**src/rtl/teclado_pkg.sv**
```systemverilog
// Shared constants and types for the PS/2 keyboard event capture block.
// An event packs {ext, rel, code}; ext = E0 prefix seen, rel = F0 (release) seen.
package teclado_pkg;

    localparam logic [7:0] CODIGO_EXT    = 8'hE0;
    localparam logic [7:0] CODIGO_SOLTAR = 8'hF0;
    localparam int         ANCHO_EVENTO  = 10;

    typedef enum logic [1:0] {
        INACTIVO  = 2'd0,
        PREF_E0   = 2'd1,
        PREF_F0   = 2'd2,
        PREF_E0F0 = 2'd3
    } estado_t;

    typedef struct packed {
        logic       ext;
        logic       rel;
        logic [7:0] code;
    } evento_t;

    function automatic logic es_prefijo(input logic [7:0] codigo);
        return (codigo == CODIGO_EXT) || (codigo == CODIGO_SOLTAR);
    endfunction

endpackage

```
**src/rtl/fifo_eventos_teclado.sv**
```systemverilog
// First-word-fall-through event FIFO with occupancy count and sticky overflow flag.
// The head reads as all zeros while the FIFO is empty.
module fifo_eventos_teclado #(
    parameter int PROFUNDIDAD = 8,
    parameter int ANCHO       = 10
) (
    input  logic                         clk,
    input  logic                         reset,
    input  logic                         limpiar,
    input  logic                         escribir,
    input  logic [ANCHO-1:0]             dato,
    input  logic                         leer,
    output logic [ANCHO-1:0]             cabeza,
    output logic                         vacio,
    output logic                         lleno,
    output logic [$clog2(PROFUNDIDAD):0] conteo,
    output logic                         desbordado
);

    localparam int AP = $clog2(PROFUNDIDAD);
    localparam logic [AP:0] CUENTA_LLENA = (AP+1)'(PROFUNDIDAD);

    logic [ANCHO-1:0] mem [PROFUNDIDAD];
    logic [AP-1:0]    rd_ptr;
    logic [AP-1:0]    wr_ptr;
    logic             pop;
    logic             push;
    logic             perdida;

    assign vacio = (conteo == '0);
    assign lleno = (conteo == CUENTA_LLENA);

    // A full FIFO still accepts a write when the head leaves on the same edge.
    assign pop     = leer && !vacio;
    assign push    = escribir && (!lleno || pop);
    assign perdida = escribir && lleno && !leer;

    assign cabeza = vacio ? '0 : mem[rd_ptr];

    always_ff @(posedge clk or posedge reset) begin
        if (reset) begin
            rd_ptr     <= '0;
            wr_ptr     <= '0;
            conteo     <= '0;
            desbordado <= 1'b0;
        end else if (limpiar) begin
            rd_ptr     <= '0;
            wr_ptr     <= '0;
            conteo     <= '0;
            desbordado <= 1'b0;
        end else begin
            if (push) begin
                wr_ptr <= wr_ptr + 1'b1;
            end
            if (pop) begin
                rd_ptr <= rd_ptr + 1'b1;
            end
            case ({push, pop})
                2'b10:   conteo <= conteo + 1'b1;
                2'b01:   conteo <= conteo - 1'b1;
                default: conteo <= conteo;
            endcase
            if (perdida) begin
                desbordado <= 1'b1;
            end
        end
    end

    // Storage needs no reset: the pointers alone decide what is visible.
    always_ff @(posedge clk) begin
        if (push && !limpiar) begin
            mem[wr_ptr] <= dato;
        end
    end

endmodule

```
**src/rtl/captura_teclado_ext.sv**
```systemverilog
// PS/2 scan-code decoder: tracks E0/F0 prefixes and queues press/release events
// into an event FIFO. MODO=0 keeps releases only, MODO=1 keeps both.
module captura_teclado_ext
    import teclado_pkg::*;
#(
    parameter int PROFUNDIDAD = 8,
    parameter int MODO        = 0
) (
    input  logic                         clk,
    input  logic                         reset,
    input  logic [7:0]                   datoEntrada,
    input  logic                         rxListo,
    input  logic                         leer,
    input  logic                         limpiar,
    output logic [7:0]                   datoListo,
    output logic                         extendido,
    output logic                         soltado,
    output logic                         vacio,
    output logic                         lleno,
    output logic [$clog2(PROFUNDIDAD):0] conteo,
    output logic                         desbordado
);

    estado_t                 estado;
    logic                    rx_prev;
    logic                    armado;
    logic                    aceptar;
    logic                    emitir;
    logic                    escribir;
    evento_t                 evento;
    logic [ANCHO_EVENTO-1:0] cabeza;

    // armado blocks a level that was already high when reset released;
    // rxListo must be seen low once before any rising edge counts.
    always_ff @(posedge clk or posedge reset) begin
        if (reset) begin
            rx_prev <= 1'b0;
            armado  <= 1'b0;
        end else begin
            rx_prev <= rxListo;
            if (!rxListo) begin
                armado <= 1'b1;
            end
        end
    end

    assign aceptar = rxListo && !rx_prev && armado;

    always_comb begin
        emitir     = 1'b0;
        evento     = '0;
        evento.code = datoEntrada;
        evento.ext = (estado == PREF_E0) || (estado == PREF_E0F0);
        evento.rel = (estado == PREF_F0) || (estado == PREF_E0F0);
        if (aceptar && !es_prefijo(datoEntrada)) begin
            emitir = 1'b1;
        end
    end

    always_ff @(posedge clk or posedge reset) begin
        if (reset) begin
            estado <= INACTIVO;
        end else if (aceptar) begin
            case (estado)
                INACTIVO: begin
                    if (datoEntrada == CODIGO_EXT) begin
                        estado <= PREF_E0;
                    end else if (datoEntrada == CODIGO_SOLTAR) begin
                        estado <= PREF_F0;
                    end
                end
                PREF_E0: begin
                    if (datoEntrada == CODIGO_SOLTAR) begin
                        estado <= PREF_E0F0;
                    end else if (datoEntrada != CODIGO_EXT) begin
                        estado <= INACTIVO;
                    end
                end
                PREF_F0: begin
                    if (datoEntrada == CODIGO_EXT) begin
                        estado <= PREF_E0F0;
                    end else if (datoEntrada != CODIGO_SOLTAR) begin
                        estado <= INACTIVO;
                    end
                end
                PREF_E0F0: begin
                    if (!es_prefijo(datoEntrada)) begin
                        estado <= INACTIVO;
                    end
                end
                default: estado <= INACTIVO;
            endcase
        end
    end

    assign escribir = emitir && ((MODO != 0) || evento.rel);

    fifo_eventos_teclado #(
        .PROFUNDIDAD (PROFUNDIDAD),
        .ANCHO       (ANCHO_EVENTO)
    ) u_fifo (
        .clk        (clk),
        .reset      (reset),
        .limpiar    (limpiar),
        .escribir   (escribir),
        .dato       (evento),
        .leer       (leer),
        .cabeza     (cabeza),
        .vacio      (vacio),
        .lleno      (lleno),
        .conteo     (conteo),
        .desbordado (desbordado)
    );

    assign {extendido, soltado, datoListo} = cabeza;

endmodule

```
**config.mk**
```make
export PLATFORM = sky130hd
export DESIGN_NAME = captura_teclado_ext
export DESIGN_NICKNAME = d
export VERILOG_FILES = /design/src/rtl/teclado_pkg.sv /design/src/rtl/fifo_eventos_teclado.sv /design/src/rtl/captura_teclado_ext.sv
export SDC_FILE = /design/constraint.sdc
export NUM_CORES = 1
export LEC_CHECK = 0
export BUFFER_PORTS_ARGS = -buffer_cell sky130_fd_sc_hd__buf_2
export CAP_MARGIN = 20
export CORE_AREA = 2 2 87 89
export DETAILED_ROUTE_END_ITERATION = 6
export DIE_AREA = 0 0 89 91
export PLACE_DENSITY = 0.73
export RECOVER_POWER = 50
export SETUP_SLACK_MARGIN = 0.4
export SKIP_CTS_REPAIR_TIMING = 1
export SLEW_MARGIN = 40
export SYNTH_ARGS = -nofsm -noshare
export SYNTH_HDL_FRONTEND = slang
export SYNTH_SLANG_ARGS = --single-unit
```
**constraint.sdc**
```tcl
create_clock -name clk -period 4.25 [get_ports clk]
set_input_delay 0.425 -clock clk [delete_from_list [all_inputs] [get_ports clk]]
set_output_delay 0.425 -clock clk [all_outputs]
set_load 0.05 [all_outputs]
```
# Word level (Yosys, flattened, before mapping)
# Memory sizes are Yosys's and may differ from the RTL's.
# Cells that the tools add are included.
# W data, S select, Z words.
dict set report classes {
  add_sub_neg 4
  eq_ne 14
  n_mux 20
  reduce_logical 26
}
# operator n
set op_table {}
lappend op_table {{$eq A8 B8 Y1 const B} 2}
lappend op_table {{$ne A8 B8 Y1 const B} 2}
lappend op_table {{$mux W2} 7}
lappend op_table {{$mux W3} 4}
lappend op_table {{$mux W10} 1}
lappend op_table {{$logic_and A1 B1 Y1} 9}
lappend op_table {{$pmux W2 S4} 1}
lappend op_table {{$pmux W4 S2} 1}
lappend op_table {{$add A3 B1 Y3 const B} 2}
lappend op_table {{$eq A2 B2 Y1 const B} 3}
lappend op_table {{$logic_not A1 Y1} 6}
lappend op_table {{$ne A3 B1 Y1 const B} 2}
lappend op_table {{$reduce_bool A2 Y1} 3}
lappend op_table {{$mux W1} 5}
lappend op_table {{$reduce_and A5 Y1} 1}
lappend op_table {{$add A4 B1 Y4 const B} 1}
lappend op_table {{$eq A2 B1 Y1 const B} 2}
lappend op_table {{$eq A4 B4 Y1 const B} 1}
lappend op_table {{$logic_not A4 Y1} 1}
lappend op_table {{$logic_or A1 B1 Y1} 4}
lappend op_table {{$mux W4} 1}
lappend op_table {{$sub A4 B1 Y4 const B} 1}
lappend op_table {{$ne A3 B3 Y1 const B} 1}
lappend op_table {{$reduce_bool A3 Y1} 1}
lappend op_table {{other kinds (2)} 2}
dict set report word_totals {
  regBits 15
  mem_bits_rw 80
  inputBits 13
  elab_cells 72
  n_memories 1
}
# name depth width rd rd_ports_with_merged_regs write_ports line_no
set memory_table {}
lappend memory_table {u_fifo.mem 8 10 1 0 1 fifo_eventos_teclado.sv:23} ;# logic [ANCHO-1:0] mem [PROFUNDIDAD];

# Longest topological paths before layout
# Gate-level depths: netlist of the first run.
dict set report depth {
  word_depth 10
  mapped_depth 9
  mapped_depth_nobuf 8
}

# Modules after synthesis
# A second synthesis of the first run with hierarchy kept.
dict set report hier_totals {
  hier_cells 227
  hier_area_um2 3955.0
}
# module instances cells_each area_each_um2
set by_module_without_submodules {}
lappend by_module_without_submodules {fifo_eventos_teclado 1 209 3777.4}
lappend by_module_without_submodules {captura_teclado_ext 1 18 177.7}

# Worst setup path before layout of the first run
# Ideal clock, no wire load.
dict set report synth_path {
  kind {register to register}
  start {reg u_fifo.conteo[0]}
  end {mem u_fifo.mem[0][0] (enable)}
  t_arrival_ps 2362
  path_slack_ps 1498
  path_stages_with_launch 5
  period_less_slack_ps 2752
  path_cell_list {dfrtp_1 -> nor3_1 -> and3b_1 -> or4_1 -> nor3_1}
}
dict set report synth_between {
  elab_chain_cells 8
  elab_cells_between_ends 10
  classes_between {1 x eq/ne; 2 x mux; 7 x reduce/logical}
}
# element line_no
set synth_lines {}
lappend synth_lines {{start, declared} fifo_eventos_teclado.sv:16} ;# output logic [$clog2(PROFUNDIDAD):0] conteo,
lappend synth_lines {{start signal, assigned} fifo_eventos_teclado.sv:59} ;# 2'b10: conteo <= conteo + 1'b1;
lappend synth_lines {{start signal, assigned} fifo_eventos_teclado.sv:60} ;# 2'b01: conteo <= conteo - 1'b1;
lappend synth_lines {{start signal, assigned} fifo_eventos_teclado.sv:61} ;# default: conteo <= conteo;
lappend synth_lines {{$logic_not A4 Y1} fifo_eventos_teclado.sv:30} ;# assign vacio = (conteo == '0);
lappend synth_lines {{$logic_not A1 Y1} fifo_eventos_teclado.sv:34} ;# assign pop = leer && !vacio;
lappend synth_lines {{$logic_and A1 B1 Y1} fifo_eventos_teclado.sv:34}
lappend synth_lines {{$logic_or A1 B1 Y1 (*)} fifo_eventos_teclado.sv:35} ;# assign push = escribir && (!lleno || pop);
lappend synth_lines {{$logic_and A1 B1 Y1 (*)} fifo_eventos_teclado.sv:35}
lappend synth_lines {{$logic_and A1 B1 Y1 (*)} fifo_eventos_teclado.sv:71} ;# if (push && !limpiar) begin
lappend synth_lines {{$mux W1 (*)} fifo_eventos_teclado.sv:71}
lappend synth_lines {{$mux W1 (not written as such) (*)} fifo_eventos_teclado.sv:72} ;# mem[wr_ptr] <= dato;
lappend synth_lines {{end, declared} fifo_eventos_teclado.sv:23}
# Every way passes the cells marked *; elsewhere a longest branch is shown, timed or not.

# Worst setup path after layout of the first run
dict set report layout_path {
  start {reg u_fifo.conteo[0]}
  end {reg u_fifo.conteo[3]}
}
dict set report layout_between {
  elab_chain_cells 8
  elab_cells_between_ends 14
  classes_between {2 x add/sub; 3 x eq/ne; 2 x mux; 7 x reduce/logical}
}
# element line_no
set layout_lines {}
lappend layout_lines {{$logic_not A4 Y1} fifo_eventos_teclado.sv:30}
lappend layout_lines {{$logic_not A1 Y1} fifo_eventos_teclado.sv:34}
lappend layout_lines {{$logic_and A1 B1 Y1} fifo_eventos_teclado.sv:34}
lappend layout_lines {{$logic_or A1 B1 Y1} fifo_eventos_teclado.sv:35}
lappend layout_lines {{$logic_and A1 B1 Y1} fifo_eventos_teclado.sv:35}
lappend layout_lines {{$eq A2 B1 Y1 / $eq A2 B2 Y1 (equally long branches)} fifo_eventos_teclado.sv:58} ;# case ({push, pop})
lappend layout_lines {{$pmux W4 S2} fifo_eventos_teclado.sv:58}
lappend layout_lines {{$mux W4} fifo_eventos_teclado.sv:46} ;# end else if (limpiar) begin
# Parallel ways exist; a longest one is shown, timed or not.
# A chain may end at the register's enable or synchronous reset.

==> impl_metrics.tcl, run 1 <==
set metrics [dict create \
    yosysTopAreaCell "edfxtp_1" \
    slowest_delay_ns 0.57 \
    critPathKind "reg2reg" \
    finalCriticalPeriod_ns 3.06 \
    die_w_um 89 \
    place_hpwl_um 4470 \
    initial_core_util_pct 56.1 \
    finalNonFillerCells 372 \
    worstPathMaxFanout 13 \
    synth.distinct_cells 39 \
    yosys_register_bits 95 \
    htreeDepth 3 \
    timing.final.ws_setup_ns 1.19 \
    cts_tree "built" \
    die_h_um 91 \
    hold_viol 0 \
    yosysMostFrequentCell "edfxtp_1" \
    viasPerCell 5.65 \
    synth_ff_type "edfxtp_1" \
    row_count 31 \
    path_cells "nor4_2, clkbuf_1, nor2b_1, and2_1, ha_1, a21oi_1, nand2_1, o311a_1, o2111ai_1" \
    arrival_ns 3.32 \
    dr_total_vias 2100 \
    vdd_drop_max_uv 330 \
    p_leak_nw 1.50 \
    synth_edf_count 80 \
    grt_pass1_vias 2098 \
    cp-end-kind "flip-flop" \
    grt_max_degree 23 \
    crit_required_ns 4.52 \
    coreArea_mm2 0.00714 \
    status "completed" \
    fin_crit_sh_pct 71.9 \
    synthTopCellsByCount "edfxtp_1 (80), nor2_1 (30), mux4_2 (20)" \
    antenna_found_initial 0 \
    dieArea_mm2 0.00810 \
    crit_path_start_kind "flip-flop" \
    clock_latency_ns 0.35 \
    numCtsBuffers 9 \
    relSlewSlack_pct 50.4 \
    final_nets 286 \
    synth_top_area_share_pct 60.0 \
    rsz0062_at_grt "false" \
    max_freq_mhz 327 \
    yosysWarnings 0 \
    grt_pass1_wl_um 11000 \
    post-place-cells 356 \
    overflow 0 \
    io_pins 30 \
    holdCritPathClass "in2async" \
    routedWlPerCell_um 18.7 \
    clockBufferDepth 2 \
    remaining_drc_errors 0 \
    grt.total_usage_pct 19.2 \
    syn_avg_cell_area_um2 17.1 \
    cap_violations 0 \
    gp_congestion 0.787 \
    tns_ns 0 \
    worst_slew_pin_slew_ns 0.745 \
    power_density_mw_per_mm2 539 \
    path_clk_slew_ns 0.09 \
    netlist_instances 234 \
    syn-cell-area_mm2 0.00401 \
    port_buffers 29 \
    drive_above_1_share_pct 24.5 \
    drv_slew 0 \
    ys_seq_area_share_pct 69.4 \
    ant_nets 0 \
    dr.pass1.iters 4 \
    cts_root_buf "clkbuf_8" \
    synth_fp_nets 252 \
    cts_sinks 95 \
    skew_ns 0.00584 \
    initialDrtViolationCount 137 \
    crit_path_top_delay_cell "clkbuf_1" \
    drt-total-wl_um 6950 \
    area_growth_pct 11.4 \
    reg2reg_slack_ns 1.19 \
    n_antenna_cell 0 \
    setup_viol 0 \
    total_power_mw 2.41 \
    place_worst_setup_slack_ns 1.33 \
    ys_async_sr_fraction_pct 15.8 \
    synth_area_leaders "edfxtp_1 (60%), mux4_2 (11%), dfrtp_1 (9.4%)" \
]
[flip-flops by register name, indices dropped and copies added (netlist names)]
register / cells
armado: 1
estado: 2
rx_prev: 1
u_fifo.conteo: 4
u_fifo.desbordado: 1
u_fifo.mem: 80
u_fifo.rd_ptr: 3
u_fifo.wr_ptr: 3
[power by group]
group	switching [mW]	leakage, nW	total [mW]	internal (mW)
sequential	0.0426	0.918	1.08	1.03
clock	0.299	0.0933	0.574	0.275
combinational	0.513	0.489	0.756	0.242
[kinds of logic (layout without fill, tap and decap cells)]
group / Yosys count / after routing / share of synthesized area (%)
xor+xnor: 3 / 3 / 0.656
fa+ha+maj: 5 / 5 / 1.75
buf+inv: 13 / 52 / 1.28
flops: 95 / 95 / 69.4
simple gates: 68 / 68 / 8.84
mux: 37 / 37 / 15.9
compound gates: 13 / 13 / 2.22
[layout by cell type (no fill, tap or decap), drive strengths merged, types with 3 or more instances in the layout]
cell type,count
o21ai,3
a21oi,5
buf,22
mux2i,14
mux2,3
clkbuf,23
nor3,4
nor2,30
nor2b,4
nand3,5
edfxtp,80
inv,3
nand2b,5
ha,4
nand3b,4
nand2,4
mux4,20
dfrtp,15
[final timing paths]
path | start | endpoint | cells past startpoint
max | u_fifo.conteo[0] | u_fifo.conteo[3] | 9
min | reset | estado[1] | 2
max reg2reg | u_fifo.conteo[0] | u_fifo.conteo[3] | 9
min reg2reg | u_fifo.desbordado | u_fifo.desbordado | 2
max in group asynchronous | reset | u_fifo.rd_ptr[1] | 2
min in group clk | rxListo | rx_prev | 1
[final cells by class]
cell class,instances,area (um2)
clock buffer,10,128
clock inverter,6,67.6
fill,551,2680
inverter,1,3.75
multi-input combinational,126,1190
sequential,95,2780
tap,99,124
timing repair buffer,35,171
[critical path: cells and delay by family, from the launching register on]
family	cells	cell delay (ns)
DFF	1	0.49
adders and majority gates	1	0.33
and+or+nand+nor	4	0.93
buffers and inverters	1	0.57
AOI/OAI and AO/OA	3	0.66
[stage by stage]
step / cell area (um2) / hold WS [ns] / util (%)
2_1_floorplan: 4010 / 0.326 / -
3_3_place_gp: 4280 / 0.476 / 59.9
3_5_place_dp: 4290 / 0.486 / 60.1
4_1_cts: 4480 / 0.144 / 62.8
5_1_grt: 4460 / 0.180 / 62.5
6_report: 4460 / 0.129 / 62.5
[layer usage]
layer / global-route usage [%] / part of all wire [%] / up-vias / wire (um)
met5: 0 / 0 / - / 0
li1: - / - / 981 / -
met1: 27.3 / 44 / 1057 / 3070
met3: 3.45 / 4.1 / 15 / 287
met4: 8.58 / 2.7 / 0 / 186
met2: 29.1 / 49 / 47 / 3400
No activity file was read; power rests on OpenSTA's default activity.
==> inputs of run 2 (changes only) <==
CORE_AREA = 2 2 90 92   (was 2 2 87 89)
DIE_AREA = 0 0 92 94   (was 0 0 89 91)
PLACE_DENSITY = 0.72   (was 0.73)
clock period = 2.6 ns   (was 4.25 ns; I/O delays follow)
==> impl_metrics.tcl, run 2 (same netlist as run 1, synthesis figures left out) <==
set metrics [dict create \
    num-fill-cells 555 \
    stdcell_area_mm2 0.00483 \
    antenna_found_initial 0 \
    port_buffers 29 \
    remaining_drc_errors 0 \
    hold_viol 0 \
    clockBufferDepth 2 \
    grt_max_degree 23 \
    io_pins 30 \
    cap_violations 0 \
    utilization_pct 63.5 \
    initialDrtViolationCount 157 \
    routedWlPerCell_um 18.8 \
    rsz0062_at_grt "true" \
    skew_ns 0.00615 \
    final_cell_mix "edfxtp_1 (80), buf_4 (26), nor2_1 (25)" \
    worstPathMaxFanout 11 \
    path_clk_slew_ns 0.09 \
    die_h_um 94 \
    grt.total_usage_pct 18.8 \
    p_leak_nw 1.66 \
    worst_slew_pin_slew_ns 0.770 \
    cp-end-kind "output port" \
    drive_above_1_share_pct 35.6 \
    status "completed" \
    dr.pass1.iters 4 \
    cts_sinks 95 \
    area_growth_pct 20.5 \
    numCtsBuffers 9 \
    cts_root_buf "clkbuf_8" \
    holdCritPathClass "in2reg" \
    dieArea_mm2 0.00865 \
    tns_ns 0 \
    setup_viol 0 \
    grt_pass1_vias 2196 \
    grt_pass1_wl_um 11900 \
    final_common_cell "edfxtp_1" \
    initial_core_util_pct 52.6 \
    crit_required_ns 2.34 \
    coreArea_mm2 0.00761 \
    die_w_um 92 \
    relSlewSlack_pct 48.6 \
    clock_latency_ns 0.35 \
    n_antenna_cell 0 \
    vdd_drop_max_uv 547 \
    max_freq_mhz 458 \
    overflow 0 \
    viasPerCell 5.55 \
    ant_nets 0 \
    place_hpwl_um 4810 \
    finalCriticalPeriod_ns 2.18 \
    largest_register "u_fifo.mem" \
    fin_crit_sh_pct 83.9 \
    largest_register_ffs 80 \
    dr_total_vias 2221 \
    drv_slew 0 \
    cts_tree "built" \
    critPathKind "reg2out" \
    power_density_mw_per_mm2 893 \
    place_area_mm2 0.00444 \
    final_nets 311 \
    arrival_ns 1.92 \
    drt-total-wl_um 7500 \
    crit_path_start_kind "flip-flop" \
    row_count 32 \
    largestRegisters "u_fifo.mem x80, u_fifo.conteo x4" \
    gp_congestion 0.792 \
    htreeDepth 3 \
]
[run 2: worst paths after layout]
| kind | endpoint | cells after the start | slack, ns | startpoint |
|---|---|---|---|---|
| worst min register to register | u_fifo.desbordado | 2 | 0.51 | u_fifo.desbordado |
| worst min-delay path | rx_prev | 1 | 0.08 | rxListo |
| max in group asynchronous | u_fifo.rd_ptr[0] | 3 | 1.69 | reset |
| min in group asynchronous | armado | 3 | 0.50 | reset |
| worst max register to register | u_fifo.mem[4][0] | 6 | 0.45 | rx_prev |
| worst max-delay path | datoListo[5] | 5 | 0.42 | u_fifo.rd_ptr[0] |
[run 2: area by class of cell]
cell class	instances	area, um2	area share (%)
clock buffer	9	124	2.57
clock inverter	7	78.8	1.63
inverter	1	3.75	0.0778
multi-input combinational	126	1280	26.4
sequential	95	2780	57.7
tap	102	128	2.64
timing repair buffer	60	433	8.97
[run 2: per-stage QoR]
| step | setup slack, ns | power, mW | hold slack (ns) | instances |
|---|---|---|---|---|
| after global placement | 0.188 | 3.14 | 0.338 | 371 |
| after detailed placement | 0.0938 | 3.15 | 0.346 | 371 |
| after CTS | 0.265 | 4.12 | -0.0363 | 387 |
| final | 0.419 | 4.31 | 0.0848 | 400 |
| after floorplan | 0.347 | 2.82 | 0.161 | 234 |
| after global routing | 0.320 | 4.50 | 0.0825 | 400 |
[run 2: where the power goes]
group	internal [mW]	switching (mW)	total (mW)
sequential	1.69	0.0602	1.75
clock	0.457	0.523	0.979
combinational	0.633	0.945	1.58
[run 2: per-layer routing]
metal | vias to the layer above | share of wire (%) | global-route usage [%]
met4 | 0 | 0.75 | 7.09
met1 | 1135 | 45 | 25.4
met3 | 7 | 2.8 | 2.41
met5 | - | 0 | 0
met2 | 44 | 52 | 31.7
li1 | 1035 | - | -
[run 2: worst max-delay path: stages, from the launching register on]
cell     delay [ns]
dfrtp_2        0.42
buf_12         0.16
mux4_2         0.52
mux2i_1        0.19
nor2_1         0.06
buf_2          0.21
